## src/rtl/dmem_responder_if.sv

```systemverilog
// Data-bus side of the MEM-stage responder.
// Single outstanding req/ack transaction with wait states.
interface dmem_responder_if;
  logic        memReq;
  logic        memWe;
  logic [31:0] memAddr;
  logic [31:0] memWdata;
  logic [3:0]  memBe;
  logic [31:0] memRdata;
  logic        memAck;

  modport master (
    output memReq,
    output memWe,
    output memAddr,
    output memWdata,
    output memBe,
    input  memRdata,
    input  memAck
  );

  modport slave (
    input  memReq,
    input  memWe,
    input  memAddr,
    input  memWdata,
    input  memBe,
    output memRdata,
    output memAck
  );
endinterface

```

## src/rtl/dmem_responder.sv

```systemverilog
// MEM-stage data-memory responder: one bus transaction per request,
// with a wait-state timeout that forces an error response.
module dmem_responder #(
  parameter int          TIMEOUT  = 16,
  parameter logic [31:0] ERR_DATA = 32'hDEADBEEF
) (
  input  logic        clk,
  input  logic        rst,
  input  logic [31:0] dataAddr,
  input  logic [31:0] dataOut,
  input  logic [3:0]  dataMask,
  input  logic        dataWe,
  input  logic        dataRe,
  output logic [31:0] dataIn,
  output logic        memValid,
  output logic        busErr,
  dmem_responder_if.master bus
);

  localparam int CW = (TIMEOUT > 2) ? $clog2(TIMEOUT) : 1;
  localparam logic [CW-1:0] LAST =
    CW'((TIMEOUT > 0) ? TIMEOUT - 1 : 0);

  typedef enum logic [1:0] {
    IDLE = 2'd0,
    BUS  = 2'd1,
    DONE = 2'd2
  } state_t;

  state_t        r_state;
  logic [CW-1:0] r_cnt;
  logic          r_req;
  logic          r_we;
  logic [31:0]   r_addr;
  logic [31:0]   r_wdata;
  logic [3:0]    r_be;
  logic [31:0]   r_rdata;
  logic          r_err;

  logic w_req;
  logic w_to;

  assign w_req = dataWe | dataRe;
  assign w_to  = (TIMEOUT != 0) && (r_cnt == LAST);

  // IDLE releases the stage combinationally when nothing is requested
  assign memValid = (r_state == IDLE) ? ~w_req
                                      : (r_state == DONE);
  assign dataIn   = r_rdata;
  assign busErr   = r_err;

  assign bus.memReq   = r_req;
  assign bus.memWe    = r_we;
  assign bus.memAddr  = r_addr;
  assign bus.memWdata = r_wdata;
  assign bus.memBe    = r_be;

  always_ff @(posedge clk or negedge rst) begin
    if (!rst) begin
      r_state <= IDLE;
      r_cnt   <= '0;
      r_req   <= 1'b0;
      r_we    <= 1'b0;
      r_addr  <= '0;
      r_wdata <= '0;
      r_be    <= '0;
      r_rdata <= '0;
      r_err   <= 1'b0;
    end else begin
      case (r_state)
        IDLE: begin
          if (w_req) begin
            r_state <= BUS;
            r_req   <= 1'b1;
            r_we    <= dataWe;
            r_addr  <= {dataAddr[31:2], 2'b00};
            r_wdata <= dataOut;
            r_be    <= dataWe ? dataMask : 4'hF;
            r_cnt   <= '0;
          end
        end
        BUS: begin
          // ack takes priority over a coinciding timeout
          if (bus.memAck) begin
            r_state <= DONE;
            r_req   <= 1'b0;
            r_rdata <= r_we ? 32'h0 : bus.memRdata;
          end else if (w_to) begin
            r_state <= DONE;
            r_req   <= 1'b0;
            r_rdata <= r_we ? 32'h0 : ERR_DATA;
            r_err   <= 1'b1;
          end else if (r_cnt != {CW{1'b1}}) begin
            r_cnt <= r_cnt + 1'b1;
          end
        end
        DONE: begin
          r_state <= IDLE;
          r_err   <= 1'b0;
        end
        default: r_state <= IDLE;
      endcase
    end
  end

endmodule

```

## src/flat_wrapper.sv

```systemverilog
// flat-port wrapper written by rule: the top's interface ports become plain ports
module dmem_responder_flat 
#(
  parameter int          TIMEOUT  = 16,
  parameter logic [31:0] ERR_DATA = 32'hDEADBEEF
)
  (clk, rst, dataAddr, dataOut, dataMask, dataWe, dataRe, dataIn, memValid, busErr, bus_memReq, bus_memWe, bus_memAddr, bus_memWdata, bus_memBe, bus_memRdata, bus_memAck);
  dmem_responder_if bus_i ();
  input  logic clk;
  input  logic rst;
  input  logic [31:0] dataAddr;
  input  logic [31:0] dataOut;
  input  logic [3:0] dataMask;
  input  logic dataWe;
  input  logic dataRe;
  output logic [31:0] dataIn;
  output logic memValid;
  output logic busErr;
  output wire logic [$bits(bus_i.memReq)-1:0] bus_memReq;
  output wire logic [$bits(bus_i.memWe)-1:0] bus_memWe;
  output wire logic [$bits(bus_i.memAddr)-1:0] bus_memAddr;
  output wire logic [$bits(bus_i.memWdata)-1:0] bus_memWdata;
  output wire logic [$bits(bus_i.memBe)-1:0] bus_memBe;
  input wire logic [$bits(bus_i.memRdata)-1:0] bus_memRdata;
  input wire logic [$bits(bus_i.memAck)-1:0] bus_memAck;
  assign bus_memReq = bus_i.memReq;
  assign bus_memWe = bus_i.memWe;
  assign bus_memAddr = bus_i.memAddr;
  assign bus_memWdata = bus_i.memWdata;
  assign bus_memBe = bus_i.memBe;
  assign bus_i.memRdata = bus_memRdata;
  assign bus_i.memAck = bus_memAck;
  dmem_responder #(.TIMEOUT(TIMEOUT), .ERR_DATA(ERR_DATA)) u_core (.clk(clk), .rst(rst), .dataAddr(dataAddr), .dataOut(dataOut), .dataMask(dataMask), .dataWe(dataWe), .dataRe(dataRe), .dataIn(dataIn), .memValid(memValid), .busErr(busErr), .bus(bus_i));
endmodule
```

## config.mk

```make
export PLATFORM = sky130hd
export DESIGN_NAME = dmem_responder_flat
export DESIGN_NICKNAME = d
export VERILOG_FILES = /design/src/rtl/dmem_responder_if.sv /design/src/rtl/dmem_responder.sv /design/src/flat_wrapper.sv
export SDC_FILE = /design/constraint.sdc
export NUM_CORES = 1
export LEC_CHECK = 0
export CAP_MARGIN = 10
export CORE_ASPECT_RATIO = 1.4
export CORE_UTILIZATION = 37
export DETAILED_ROUTE_END_ITERATION = 8
export GPL_TIMING_DRIVEN = 0
export PLACE_DENSITY = 0.74
export SLEW_MARGIN = 20
export SYNTH_ARGS = -nofsm -noshare
export SYNTH_HDL_FRONTEND = slang
export SYNTH_SLANG_ARGS = --single-unit
```

## constraint.sdc

```tcl
create_clock -name clk -period 1.6 [get_ports clk]
set_input_delay 0.32 -clock clk [delete_from_list [all_inputs] [get_ports clk]]
set_output_delay 0.32 -clock clk [all_outputs]
set_load 0.01 [all_outputs]
```

==> flow_summary.yaml <==
outcome:
  status: "complete, no violations"
synth:
  synth-seq-cells: 107
  synth_ff_type: "dfrtp_1"
  yosysTopAreaCell: "dfrtp_1"
  synth_cell_types: 33
  synth_top_family_by_area: "multiplexers"
  synth_top_area_share_pct: 61.1
  ys_warn_count: 0
  synth_compound_area_share_pct: 7.16
  yosys.area_share.adder_pct: 0.285
  synthesis.area_um2: 4380
  synth_xor_area_share_pct: 0
  ys_seq_area_share_pct: 61.1
  postSynthCellCount: 309
  synth-simple-area-share_pct: 2.17
  synth_edf_count: 0
  post_synth.cell_area_avg_um2: 14.2
  synth.area.top_cells: "dfrtp_1, mux2_2, mux2_4"
  muxShareOfSynthArea_pct: 23.9
  async_flop_share_pct: 100
final_layout:
  final_cells: 691
  antenna_cells: 0
  fin_nets: 648
  drive_gt1_share_pct: 26.3
  multiInputGateArea_um2: 1530
  regArea_um2: 2680
  area_growth_pct: 66.8
  fillers: 893
floorplan:
  die_area_um2: 12300
  die_x_um: 94
  io_pins: 209
  die_y_um: 131
  core_um2: 11500
  fp-row-count: 46
  start_util_pct: 38.3
power_and_ir_drop:
  ir_drop_mv: 0.682
  p_leak_uw: 0.00350
  p_total_uw: 14200
  power.density_nw_per_um2: 1950
global_routing:
  grt_overflow_total: 0
  grt_pass1_wl_mm: 17.5
  grt_pass1_vias: 3537
  grt_max_degree: 79
  grt_antenna_before_repair: 0
  grt.total_usage_pct: 18.8
cts:
  h-tree-depth: 3
  cts_buffers: 9
  worstSkewPairLatency_ns: 0.34
  clk_pin_slew_ns: 0.07
  root_buffer: "clkbuf_16"
  cts_tree: "done"
  clock-sinks: 107
  cts_buffer_depth: 2
setup_path:
  rrSetupSlack_ns: 0.02
  path_buf_inv: 1
  critPathRequiredTime_ns: 1.28
  timing.rr.start: "u_core.r_cnt[1]"
  cp.arrival_ns: 1.27
  critical-path-max-stage-delay_ns: 0.56
  cp-end-kind: "primary output"
  worst-path-stages: 1
  critPathSlowestCell: "clkdlybuf4s50_1"
  rr_endpoint: "u_core.dataIn[9]"
  r2r.worst_path.cells: 6
  crit_start: "u_core.bus.memWdata[4]"
  crit_chain: "clkdlybuf4s50_1"
  startpoint_type: "flip-flop"
  cp_top_family: "buffers and inverters"
  critPathKind: "reg2out"
  crit_fanout: 2
routing:
  dr.pass1.iters: 4
  antenna_left: 0
  vias: 3313
  routed_via_density: 4.79
  drt-total-wl_mm: 11.5
  drc_errors: 0
  first_iter_violations: 42
  wl_per_cell_um: 16.6
placed_design:
  routabilityCongestion: 0.736
  dp_cells: 658
  port_buffers: 203
  dp.final_hpwl_mm: 8.48
sta:
  finalMaxSlewViolations: 0
  rsz0062_at_grt: "yes"
  setup_violations: 0
  finalCritPeriodShare_pct: 99.4
  final.min_clock_period_ns: 1.59
  fmax_mhz: 629
  hold_viol_final: 0
  clock_skew_ns: 0.00577
run:
  cap_viol_max_count: 0
hold_path:
  hold_class: "in2async"
## timing repair
| action | in CTS | in global routing |
|---|---|---|
| setup buffers | 13 | 2 |
| endpoints found under the setup margin | 98 | 64 |
| resized for setup | 23 | 41 |
| hold buffers | 1 | 0 |
| endpoints found under the hold margin | 29 | 0 |
| pin swaps | 3 | 0 |
| cloned | 1 | 0 |
## cell usage after synthesis, types with 2 or more instances
cell	count
dfrtp_1	107
mux2_2	67
inv_1	31
a21oi_1	26
mux2_4	19
a22o_1	8
buf_2	6
buf_4	5
clkbuf_1	5
nor2_1	5
o22a_1	4
and3_1	2
buf_6	2
nand2_1	2
o21ai_0	2
## report_power, final
| part | switching [uW] | internal [uW] |
|---|---|---|
| registers | 716 | 4060 |
| logic | 2640 | 4480 |
| clock network | 970 | 1380 |
## worst max path at each step
stage	to	slack [ns]
final	bus_memWdata[4]	0.01
after global routing	u_core.r_cnt[3]	-0.06
after CTS	bus_memBe[0]	0.003
after detailed placement	u_core.bus.memWdata[8]	-0.71
after global placement	u_core.dataIn[21]	-3.75
after floorplan	u_core.dataIn[10]	-0.06
## flip-flops by register name, summed over array words and instances, names as in the netlist
name	cells
u_core.bus.memReq	1
u_core.dataIn	32
u_core.bus.memBe	4
u_core.bus.memWdata	32
u_core.r_cnt	4
u_core.bus.memWe	1
u_core.busErr	1
u_core.bus.memAddr	30
u_core.r_state	2
## layout make-up
class | instances | share of cell area, %
Tap cell | 144 | 2.46
Timing Repair Buffer | 221 | 32.0
Clock buffer | 10 | 3.13
Buffer | 18 | 1.97
Clock inverter | 6 | 1.21
Inverter | 32 | 1.68
Sequential cell | 107 | 36.7
Multi-Input combinational cell | 153 | 20.9
## cells in the final DEF, fill, tap and decap left out, types with 8 or more instances in the layout
cell type / n
a21oi_1: 26
a22o_1: 8
buf_4: 12
clkbuf_16: 9
clkdlybuf4s50_1: 161
dfrtp_1: 105
dlymetal6s2s_1: 33
inv_1: 31
mux2_2: 61
mux2_4: 25
## per-stage QoR
step	setup TNS (ns)	utilization [%]	hold WS, ns	cell area [um2]	setup WS [ns]
global route	-0.990	63.8	0.443	7310	-0.0569
detailed placement	-44.08	58.0	0.218	6640	-0.705
global placement	-442.30	57.8	0.459	6620	-3.75
finish	0	63.8	0.416	7310	0.00984
floorplan	-1.08	-	0.0244	4400	-0.0583
CTS	0	62.7	0.417	7180	0.00269
## kinds of logic after synthesis
group,Yosys count
AND/OR/NAND/NOR,16
flip-flops,107
multiplexers,87
adder cells (fa/ha/maj),1
other,1
buffers and inverters,50
AO/OA/AOI/OAI,47
## layer usage
metal,GRT usage [%],vias up,share of wire [%]
met2,33.4,158,52
met3,5.21,17,7.9
met5,0,-,0
li1,-,1523,-
met4,7.51,0,1.9
met1,21.2,1615,38
Note: power is estimated with default switching activity, not from simulation.
